### src/rtl/aes_round_ctrl.sv
// ---------------------------------------------------------------------------
// aes_round_ctrl
//
// Iterative AES encryption round sequencer. A plaintext block is accepted on
// a valid/ready handshake and whitened with round key 0. The controller then
// steps an external combinational round datapath once per cycle for NR
// rounds. It fetches round keys by index from the key-expansion store and
// presents the ciphertext on a valid/ready output handshake.
//
// Parameters
//   NR         number of rounds: 10, 12 or 14 (AES-128/192/256)
//
// Ports
//   clk        rising-edge clock
//   rst        synchronous active-high reset, highest priority
//   in_valid   plaintext block valid
//   in_ready   controller can accept a block (IDLE only)
//   in_block   plaintext, byte 0 in [127:120]
//   rk_idx     round-key index requested from the key store
//   rk         round key for rk_idx, returned combinationally
//   dp_state   state fed to the round datapath
//   dp_final   final round, so the datapath skips MixColumns
//   dp_result  combinational round output for dp_state/rk
//   out_valid  out_block holds ciphertext
//   out_ready  consumer accepts out_block
//   out_block  ciphertext
//   busy       high while a block is in ROUND or DONE
//   round      current round counter
// ---------------------------------------------------------------------------
module aes_round_ctrl #(
  parameter int NR = 10
) (
  input  logic         clk,
  input  logic         rst,
  input  logic         in_valid,
  output logic         in_ready,
  input  logic [127:0] in_block,
  output logic [3:0]   rk_idx,
  input  logic [127:0] rk,
  output logic [127:0] dp_state,
  output logic         dp_final,
  input  logic [127:0] dp_result,
  output logic         out_valid,
  input  logic         out_ready,
  output logic [127:0] out_block,
  output logic         busy,
  output logic [3:0]   round
);

  // Only the three AES key sizes are meaningful round counts.
  if (!((NR == 10) || (NR == 12) || (NR == 14))) begin : g_bad_nr
    $error("aes_round_ctrl: NR must be 10, 12 or 14");
  end

  localparam logic [3:0] C_NR = 4'(NR);

  typedef enum logic [1:0] {
    S_IDLE  = 2'd0,
    S_ROUND = 2'd1,
    S_DONE  = 2'd2
  } state_t;

  state_t       r_fsm;
  logic [127:0] r_state;
  logic [3:0]   r_round;
  logic         r_in_ready;
  logic         r_out_valid;
  logic         r_busy;
  logic         r_dp_final;
  logic [3:0]   r_rk_idx;

  logic         w_last;
  logic [3:0]   w_round_nxt;

  assign w_last      = (r_round == C_NR);
  assign w_round_nxt = r_round + 4'd1;

  // The rk_idx and dp_final outputs are registered. They are loaded with the
  // values for the round that the state will be in after this edge, so the
  // key store and the datapath see them in the same cycle as that round.
  // Sequencer FSM: block state, round counter and all registered outputs.
  always_ff @(posedge clk) begin
    if (rst) begin
      r_fsm       <= S_IDLE;
      r_state     <= 128'd0;
      r_round     <= 4'd0;
      r_in_ready  <= 1'b1;
      r_out_valid <= 1'b0;
      r_busy      <= 1'b0;
      r_dp_final  <= 1'b0;
      r_rk_idx    <= 4'd0;
    end else begin
      case (r_fsm)
        S_IDLE: begin
          if (in_valid) begin
            // Initial AddRoundKey with key 0 (rk_idx is 0 in IDLE).
            r_state    <= in_block ^ rk;
            r_round    <= 4'd1;
            r_fsm      <= S_ROUND;
            r_in_ready <= 1'b0;
            r_busy     <= 1'b1;
            r_rk_idx   <= 4'd1;
            r_dp_final <= 1'b0;
          end else begin
            r_in_ready <= 1'b1;
            r_busy     <= 1'b0;
            r_rk_idx   <= 4'd0;
            r_dp_final <= 1'b0;
          end
        end
        S_ROUND: begin
          r_state <= dp_result;
          if (w_last) begin
            r_fsm       <= S_DONE;
            r_out_valid <= 1'b1;
            r_rk_idx    <= 4'd0;
            r_dp_final  <= 1'b0;
          end else begin
            r_round    <= w_round_nxt;
            r_rk_idx   <= w_round_nxt;
            r_dp_final <= (w_round_nxt == C_NR);
          end
        end
        S_DONE: begin
          // The ciphertext stays in r_state until the next block is accepted.
          if (out_ready) begin
            r_fsm       <= S_IDLE;
            r_round     <= 4'd0;
            r_out_valid <= 1'b0;
            r_busy      <= 1'b0;
            r_in_ready  <= 1'b1;
          end else begin
            r_out_valid <= 1'b1;
          end
        end
        default: begin
          // Unreachable encoding: return to a clean IDLE.
          r_fsm       <= S_IDLE;
          r_round     <= 4'd0;
          r_in_ready  <= 1'b1;
          r_out_valid <= 1'b0;
          r_busy      <= 1'b0;
          r_dp_final  <= 1'b0;
          r_rk_idx    <= 4'd0;
        end
      endcase
    end
  end

  assign in_ready  = r_in_ready;
  assign out_valid = r_out_valid;
  assign busy      = r_busy;
  assign dp_final  = r_dp_final;
  assign rk_idx    = r_rk_idx;
  assign round     = r_round;
  assign dp_state  = r_state;
  assign out_block = r_state;

endmodule

### config.mk
export PLATFORM = sky130hd
export DESIGN_NAME = aes_round_ctrl
export DESIGN_NICKNAME = d
export VERILOG_FILES = /design/src/rtl/aes_round_ctrl.sv
export SDC_FILE = /design/constraint.sdc
export NUM_CORES = 1
export LEC_CHECK = 0
export CAP_MARGIN = 20
export CORE_AREA = 3 3 251 253
export DETAILED_ROUTE_END_ITERATION = 16
export DIE_AREA = 0 0 254 256
export DONT_BUFFER_PORTS = 1
export SLEW_MARGIN = 5
export SYNTH_ARGS = -nofsm -noshare
export SYNTH_HDL_FRONTEND = slang
export SYNTH_SLANG_ARGS = --single-unit
export TNS_END_PERCENT = 10
### constraint.sdc
create_clock -name clk -period 2.9 [get_ports clk]
set_input_delay 0.58 -clock clk [delete_from_list [all_inputs] [get_ports clk]]
set_output_delay 0.58 -clock clk [all_outputs]
set_load 0.01 [all_outputs]
## After elaboration in Yosys (flattened, before gate mapping)

Index checks and enable logic that the tools add are counted.

| word-level totals | value |
|---|---|
| flip-flop bits (word level) | 142 |
| input port bits | 388 |
| output and inout port bits | 268 |
| logic and storage cells | 51 |

| operators by class | value |
|---|---|
| add/sub/neg operators | 1 |
| equality and inequality tests | 8 |
| mux-type cells | 24 |
| bitwise operators | 3 |
| reductions and logical operators | 7 |

Operators with widths:

| operator | count |
|---|---|
| case mux 128 bit (2 select lines) | 1 |
| 2-to-1 mux 128 bit | 1 |
| bitwise XOR 128 bit | 1 |
| case mux 4 bit (3 select lines) | 2 |
| 2-to-1 mux 4 bit | 4 |
| case mux 1 bit (3 select lines) | 3 |
| == test 4 bit (second input constant) | 2 |
| 2-to-1 mux 1 bit | 8 |
| != test 2 bit (second input constant) | 4 |
| 2-to-1 mux 2 bit | 3 |
| case mux 2 bit (3 select lines) | 1 |
| AND reduction 2 bit | 3 |
| AND reduction 3 bit | 2 |
| adder 4 x 1 -> 4 bit (second input constant) | 1 |
| == test 2 x 1 -> 1 bit (second input constant) | 1 |
| == test 2 bit (second input constant) | 1 |
| logical NOT 2 bit | 1 |
| inverter 1 bit | 2 |
| case mux 1 bit (2 select lines) | 1 |
| nonzero test 2 bit | 1 |

## Longest topological paths before layout

Gate-level depths: netlist (run 1).

| logic depth | value |
|---|---|
| depth after elaboration | 4 |
| depth in mapped cells | 9 |

## Worst setup path after synthesis (run 1)

OpenSTA, ideal clock, no wires.

| path | value |
|---|---|
| path type | reg2reg |
| start | reg r_round[1], in the netlist round[1] |
| end | reg r_out_valid, in the netlist out_valid |
| arrival | 1607 ps |
| data required time | 2830 ps |
| slack | 1222 ps |
| cell stages (with the launch flop) | 6 |
| cells stage by stage | dfxtp_1 ha_1 nand3b_4 and2_4 or4b_1 a21oi_1 |

| between the ends | value |
|---|---|
| cells in the longest elaborated chain, start to end | 3 |

RTL lines:

| item | line | text |
|---|---|---|
| from (decl) | 65 | `logic [3:0] r_round;` |
| from (signal assigned) | 119 | `r_round <= w_round_nxt;` |
| == test 4 bit | 75 | `assign w_last = (r_round == C_NR);` |
| != test 2 bit (no source line) | - |  |
| AND reduction 2 bit (no source line) | - |  |
| to (signal assigned) | 88 | `r_out_valid <= 1'b0;` |
| to (signal assigned) | 115 | `r_out_valid <= 1'b1;` |
| to (signal assigned) | 129 | `r_out_valid <= 1'b0;` |
| to (decl) | 67 | `logic r_out_valid;` |

No other way between the ends.
A chain may end at the register's enable or synchronous reset.

## Worst setup path after layout (run 1)

| path | value |
|---|---|
| start | reg r_fsm[0] |
| end | reg r_state[39], in the netlist dp_state[39] |

| between the ends | value |
|---|---|
| cells in the longest elaborated chain, start to end | 3 |

RTL lines:

| item | line | text |
|---|---|---|
| from (decl) | 63 | `state_t r_fsm;` |
| from (signal assigned) | 84 | `r_fsm <= S_IDLE;` |
| from (signal assigned) | 99 | `r_fsm <= S_ROUND;` |
| from (signal assigned) | 114 | `r_fsm <= S_DONE;` |
| == test 2 x 1 -> 1 bit / logical NOT 2 bit (equally long branches) | 93 | `case (r_fsm)` |
| nonzero test 2 bit (no source line) / != test 2 bit (equally long branches) | - |  |
| AND reduction 2 bit (no source line) | - |  |
| to (signal assigned) | 97 | `r_state <= in_block ^ rk;` |
| to (signal assigned) | 112 | `r_state <= dp_result;` |
| to (decl) | 64 | `logic [127:0] r_state;` |

Parallel ways exist; a longest one is shown, timed or not.

==> metrics.txt, run 1 <==
total I/O pin count=656; slowest stage cell, crit path=buf_4; Clk Latency, worst-skew pair=0.46 ns; Post-CTS Setup Repair Bufs=0; net count after synthesis=roughly 1300; Worst R2R Start=r_fsm[0]$_SDFFE_PP0P_; Cell variety after synth=35; Adder-Cell Fraction of Synth Area=0.950%; Clock Path Buffers=2; Post-Syn Area=just under 8000 um^2; Initial Util=12.9%; Pleak=roughly 2.6 nW; Slew HR=between 40% and 50%; post-CTS sizing=0; MaxCap Viol Count=0; WHS Path Cells=1; multiplexer area fraction after synthesis=0%; Setup violations, final=0; FILL cells=just under 7000; Seq/Total Area, Yosys=a little over a third; slew at the pin closest to its max-slew limit=0.896 ns; Power Dens Cells=around 730 nW/um^2; drt drc=0; max incr delay on CP=approximately 0.59 ns; fraction of final layout cells sized beyond drive strength 1=under 10%; Port-buffer cells=0; Final Power=a little over 6 mW; ys flop type=dfxtp_1; FF+latch count, synth=142; clock transition at the registers of the reported paths=0.07 ns; drt via density=between 3 and 4; TNS Setup=0 ns; WS Path Type=register to register; post-detailed-route count of antenna-violating nets=0; Synth Area in Simple Gates=8.54%; critical-path cell list=inv_1, ha_1, nand2_1, o21ai_0, nor2_4, buf_4, o2bb2ai_1; Detailed Place HPWL=about 24 mm; Tmin final=2.32 ns; Cells after Synth=918; Hold Path Class=input port to register; Mapped Avg Cell Area=8.61 um^2; wire per inst=around 19 um; CTS sink cnt=about 140; CP required=between 3 and 4 ns; RSZ-0062 raised after global routing=false; largest area contributor in the netlist=dfxtp_1; Finished Layout Cells=around 1600; Core ar.=between 60000 and 70000 um^2; H-tree Lvls=4; Setup Skew=~0.0082 ns; 1st-iter DRT viols=293; crit path capture type=register; hold path startpoint=rst; Startpoint Class=register; GR Overflow Total=0; Routed WL=29.6 mm; synth top area cells=dfxtp_1 (36%), xnor2_1 (14%), o2bb2ai_1 (14%); Placement Rows=a little over 90; largest net degree at the start of global routing=roughly 150; Reg2Reg Setup Slack=~0.58 ns; hold_buf cts=0; antenna violations before repair=6; VDD IR max=~0.37 mV; Vias=between 5000 and 6000; Clock Root Buffer=clkbuf_16; die width=between 200 and 300 um; GRT Overall Usage=under 10%; Final period util=approximately four fifths; WHS Endpoint=round[2]$_SDFFE_PP0P_; Pins Over Slew Limit=0; global-route wire length before repair=slightly below 40 mm; cells on worst reg2reg path=7; die footprint=65000 um^2; Post-synth EDFFs=0; largest family of logic cells by synthesized area=compound AO/OA/AOI/OAI gates; TritonCTS clock tree=yes; Worst R2R End=dp_state[39]$_SDFFE_PP0P_; Final #Nets=1147; CP Max Fanout=approximately 70; Compound-Gate Fraction of Synth Area=about 24%; synth warn=0; RD Place Congestion=about 0.85; XOR/XNOR Fraction of Synth Area=14.3%; CTS Buf Count=17; Hold Slack=around 0.19 ns; Layout area overhead=6.02%; achievable clock frequency=roughly 430 MHz; Final Hold Viols=0; vias in the first global route=5721; outcome=completed; Synth top area share=36.0%; Pre-Repair DR Iteration Count=5; die height=around 260 um; post-synthesis async set-or-reset flop share=0%; Placed Cells=1524; arrival time at the worst endpoint=approximately 2.7 ns
[layout make-up]
cell class,instances,area [um^2],area share (%)
clock inverters,12,134,1.60
repair buffers,6,82.6,0.986
multi-input cells,579,3830,45.8
diodes,5,12.5,0.149
clock buffers,20,457,5.45
inverters,7,26.3,0.314
well taps,790,988,11.8
flip-flops and latches,142,2840,33.9
[flip-flops by register name, indices dropped and copies added, names as in the netlist]
register and count:
dp_final 1, rk_idx 4, dp_state 128, r_fsm 2, in_ready 1, round 4
out_valid 1, busy 1
[kinds of logic (layout without fill, tap and decap cells)]
group,count (synthesis),count (layout)
AOI/OAI and AO/OA,284,284
xor gates and xnor gates,129,129
adders and majority gates,6,6
other,0,5
DFF,142,142
and+or+nand+nor,160,160
buffers and inverters,197,45
[worst max-delay path: cells and delay by family (launching register included)]
family | cells | cell delay [ns]
buffers and inverters | 2 | 0.68
AOI/OAI and AO/OA | 2 | 0.42
DFF | 1 | 0.42
adders and majority gates | 1 | 0.30
and+or+nand+nor | 2 | 0.27
[synth_stat cells, types with 2 or more instances]
library cell,n
a21o_1,2
o2bb2ai_1,128
nor3_1,4
or3_1,2
nand2_1,6
nor2_1,132
buf_2,20
nand2b_1,2
buf_4,128
o21ai_0,7
dfxtp_1,142
inv_1,7
ha_1,6
buf_1,5
nand4b_1,2
o21a_1,2
a21oi_1,140
xnor2_1,129
nand3_1,3
clkbuf_1,36
[report_power, final]
| group | leakage (nW) | switching (mW) | internal, mW | total, mW |
|---|---|---|---|---|
| sequential | 1.17 | 0.580 | 2.21 | 2.79 |
| combinational | 1.15 | 0.609 | 0.438 | 1.05 |
| clock | 0.288 | 0.951 | 1.32 | 2.27 |
| total | 2.61 | 2.14 | 3.96 | 6.10 |
[how the worst max path moves through the flow]
stage	slack, ns	endpoint	cells after the start	from
6_report	0.58	dp_state[39]$_SDFFE_PP0P_	7	r_fsm[0]$_SDFFE_PP0P_
5_1_grt	0.39	dp_state[23]$_SDFFE_PP0P_	7	r_fsm[0]$_SDFFE_PP0P_
4_1_cts	0.63	dp_state[29]$_SDFFE_PP0P_	7	r_fsm[0]$_SDFFE_PP0P_
3_5_place_dp	0.66	dp_state[45]$_SDFFE_PP0P_	7	r_fsm[0]$_SDFFE_PP0P_
3_3_place_gp	0.80	dp_state[45]$_SDFFE_PP0P_	7	r_fsm[0]$_SDFFE_PP0P_
2_1_floorplan	1.22	out_valid$_SDFFE_PP0P_	5	round[1]$_SDFFE_PP0P_
[stage by stage]
stage | cell area (um^2) | worst slack, ns | utilization [%]
6_report | 8380 | 0.583 | 13.7
3_5_place_dp | 7770 | 0.657 | 12.7
3_3_place_gp | 7770 | 0.795 | 12.7
4_1_cts | 8360 | 0.634 | 13.7
2_1_floorplan | 7900 | 1.22 | -
5_1_grt | 8370 | 0.392 | 13.7
[placed cells by master (no fill, tap or decap), types with 2 or more instances in the layout]
| cell type | count |
|---|---|
| clkinvlp_4 | 2 |
| bufinv_16 | 2 |
| inv_1 | 7 |
| o21a_1 | 2 |
| clkbuf_8 | 2 |
| nand3_1 | 3 |
| nor3_1 | 4 |
| nand4b_1 | 2 |
| nor2_1 | 131 |
| clkinv_2 | 3 |
| o21ai_0 | 7 |
| o2bb2ai_1 | 128 |
| buf_4 | 3 |
| dfxtp_1 | 142 |
| buf_12 | 3 |
| diode_2 | 5 |
| inv_6 | 4 |
| a21o_1 | 2 |
| xnor2_1 | 129 |
| clkbuf_16 | 17 |
| a21oi_1 | 140 |
| nand2_1 | 6 |
| or3_1 | 2 |
| ha_1 | 5 |
[layer usage]
| layer | share of wire (%) | track usage, % | up-vias |
|---|---|---|---|
| li1 | - | - | 2738 |
| met1 | 35 | 7.86 | 2724 |
| met2 | 50 | 14.9 | 468 |
| met3 | 11 | 4.16 | 49 |
| met4 | 4.9 | 5.83 | 2 |
| met5 | 0.044 | 0 | - |
Note: power is estimated with default switching activity, not from simulation.
==> inputs of run 2 (changes only) <==
==> constraint.sdc (replaced) <==
create_clock -name clk -period 2.1 [get_ports clk]
set_input_delay 0.42 -clock clk [delete_from_list [all_inputs] [get_ports clk]]
set_output_delay 0.42 -clock clk [all_outputs]
set_load 0.01 [all_outputs]
==> metrics.txt, run 2 (synthesis results as in run 1) <==
Final period util=between 80% and 90%; slew at the pin closest to its max-slew limit=roughly 0.5 ns; H-tree Lvls=4; commonest non-fill, non-tap cells in the layout=dfxtp_1 (142), a21oi_1 (140), nor2_1 (131); post-layout util=approximately 14%; VDD IR max=0.537 mV; area of the multi-input gates=3830 um^2; Pins Over Slew Limit=0; CP Max Fanout=between 60 and 70; achievable clock frequency=around 540 MHz; Finished Layout Cells=~1600; die width=approximately 250 um; drt via density=3.85; Tmin final=1.85 ns; GRT Overall Usage=8.84%; Clk Latency, worst-skew pair=0.46 ns; crit path capture type=register; post-detailed-route count of antenna-violating nets=0; total I/O pin count=between 600 and 700; Placed Cells=1534; Pre-Repair DR Iteration Count=4; max reg flops=approximately 130; Core ar.=about 61000 um^2; slowest stage cell, crit path=dfxtp_1; vias in the first global route=5787; WS Path Type=register to register; Vias=a little over 6000; commonest non-fill, non-tap cell in the layout=dfxtp_1; Comb pwr share=17.5%; Int Power=5.85 mW; drt drc=0; Slew HR=roughly two thirds; global-route wire length before repair=between 40 and 50 mm; critical-path cell list=inv_1, ha_1, o21ai_1, nand2b_4, buf_12, o2bb2ai_1; Final Hold Viols=0; Pleak=between 2 and 3 nW; CP required=between 2 and 2.5 ns; Setup Skew=between 0.01 and 0.015 ns; max incr delay on CP=~0.4 ns; Reg2Reg Setup Slack=approximately 0.25 ns; TNS Setup=0 ns; Clock Root Buffer=clkbuf_16; Setup violations, final=0; P_sw=between 2 and 3 mW; largest net degree at the start of global routing=just under 100; Clock Path Buffers=2; outcome=completed; arrival time at the worst endpoint=around 2.2 ns; Port-buffer cells=0; FF/Latch Area=~2800 um^2; Final #Nets=1158; Power Dens Cells=roughly 1000 nW/um^2; GR Overflow Total=0; Final Power=between 8 and 9 mW; Placement Rows=about 90; antenna violations before repair=6; Buf+Inv Stages, Crit Path=2; Routed WL=roughly 30 mm; RD Place Congestion=0.843; RSZ-0062 raised after global routing=false; MaxCap Viol Count=0; dpl cell area=about 8000 um^2; TritonCTS clock tree=yes; Switching Fraction=approximately a third; delay-heaviest family, CP=compound AO/OA/AOI/OAI gates; 1st-iter DRT viols=401; Post-CTS Setup Repair Bufs=0; CTS Buf Count=17; Setup WS pre-CTS=approximately 0.037 ns; fraction of final layout cells sized beyond drive strength 1=between 6 and 7%; Hold Path Class=input port to register; Layout area overhead=8.50%; Clk pwr share=between 30% and 40%; wire per inst=a little under 20 um; FILL cells=just under 7000; Startpoint Class=register; Hold Slack=slightly above 0.08 ns; clock transition at the registers of the reported paths=0.07 ns; Design Area, Final=8570 um^2; Seq pwr share=between 40% and 50%; CTS sink cnt=about 140; Initial Util=between 10% and 20%; Final Worst Setup Slack=approximately 0.25 ns; die height=between 200 and 300 um; die footprint=65000 um^2; Detailed Place HPWL=around 25 mm
[run 2: cell types whose count changed in the layout (fill, tap and decap cells not counted), moves of 2 or more]
| cell | change |
|---|---|
| buf_4 | +6 |
| buf_12 | +4 |
| bufinv_16 | +3 |
| clkinv_4 | +3 |
| clkinvlp_4 | -2 |
| inv_6 | -2 |
[run 2: metal layers]
layer  track usage [%]  vias to the layer above  part of all wire, %
li1                  -                     2758                    -
met1              8.23                     2749                   34
met2              15.3                      482                   50
met3              4.28                       58                   11
met4              5.75                        2                  5.3
met5                 0                        -                0.043
[run 2: layout make-up]
class / count / share of cell area (%)
clock inverter: 13 / 2.48
antenna: 5 / 0.146
timing repair buffer: 17 / 2.54
clock buffer: 18 / 5.12
multi-input combinational: 579 / 44.7
tap: 790 / 11.5
inverter: 7 / 0.307
sequential: 142 / 33.2
[run 2: worst register-to-register path, cell delays in order (launching register included)]
cell	delay, ns
dfxtp_1	0.39
inv_1	0.10
ha_1	0.23
o21ai_1	0.38
nand2b_4	0.20
buf_12	0.22
o2bb2ai_1	0.27
[run 2: power by group through the flow]
stage	Combinational (mW)	Sequential, mW	Clock, mW
floorplan	1.82	3.50	0
CTS	1.54	3.84	3.63
global placement	1.46	3.89	0
detailed placement	1.54	3.89	0
global route	1.74	3.89	3.73
finish	1.54	3.84	3.45
[run 2: what timing repair did]
item / in CTS / in global routing
resized for setup: 0 / 1
endpoints found under the hold margin: 12 / 0
setup endpoints to repair: 0 / 121
hold buffers: 1 / 0
[run 2: worst paths after layout]
kind	start	endpoint	depth (start not counted)
worst max-delay path	r_fsm[0]$_SDFFE_PP0P_	dp_state[44]$_SDFFE_PP0P_	6
worst min-delay path	rst	dp_final$_SDFFE_PP0P_	1
worst max register to register	r_fsm[0]$_SDFFE_PP0P_	dp_state[44]$_SDFFE_PP0P_	6
worst min register to register	rk_idx[2]$_SDFFE_PP0P_	rk_idx[2]$_SDFFE_PP0P_	2
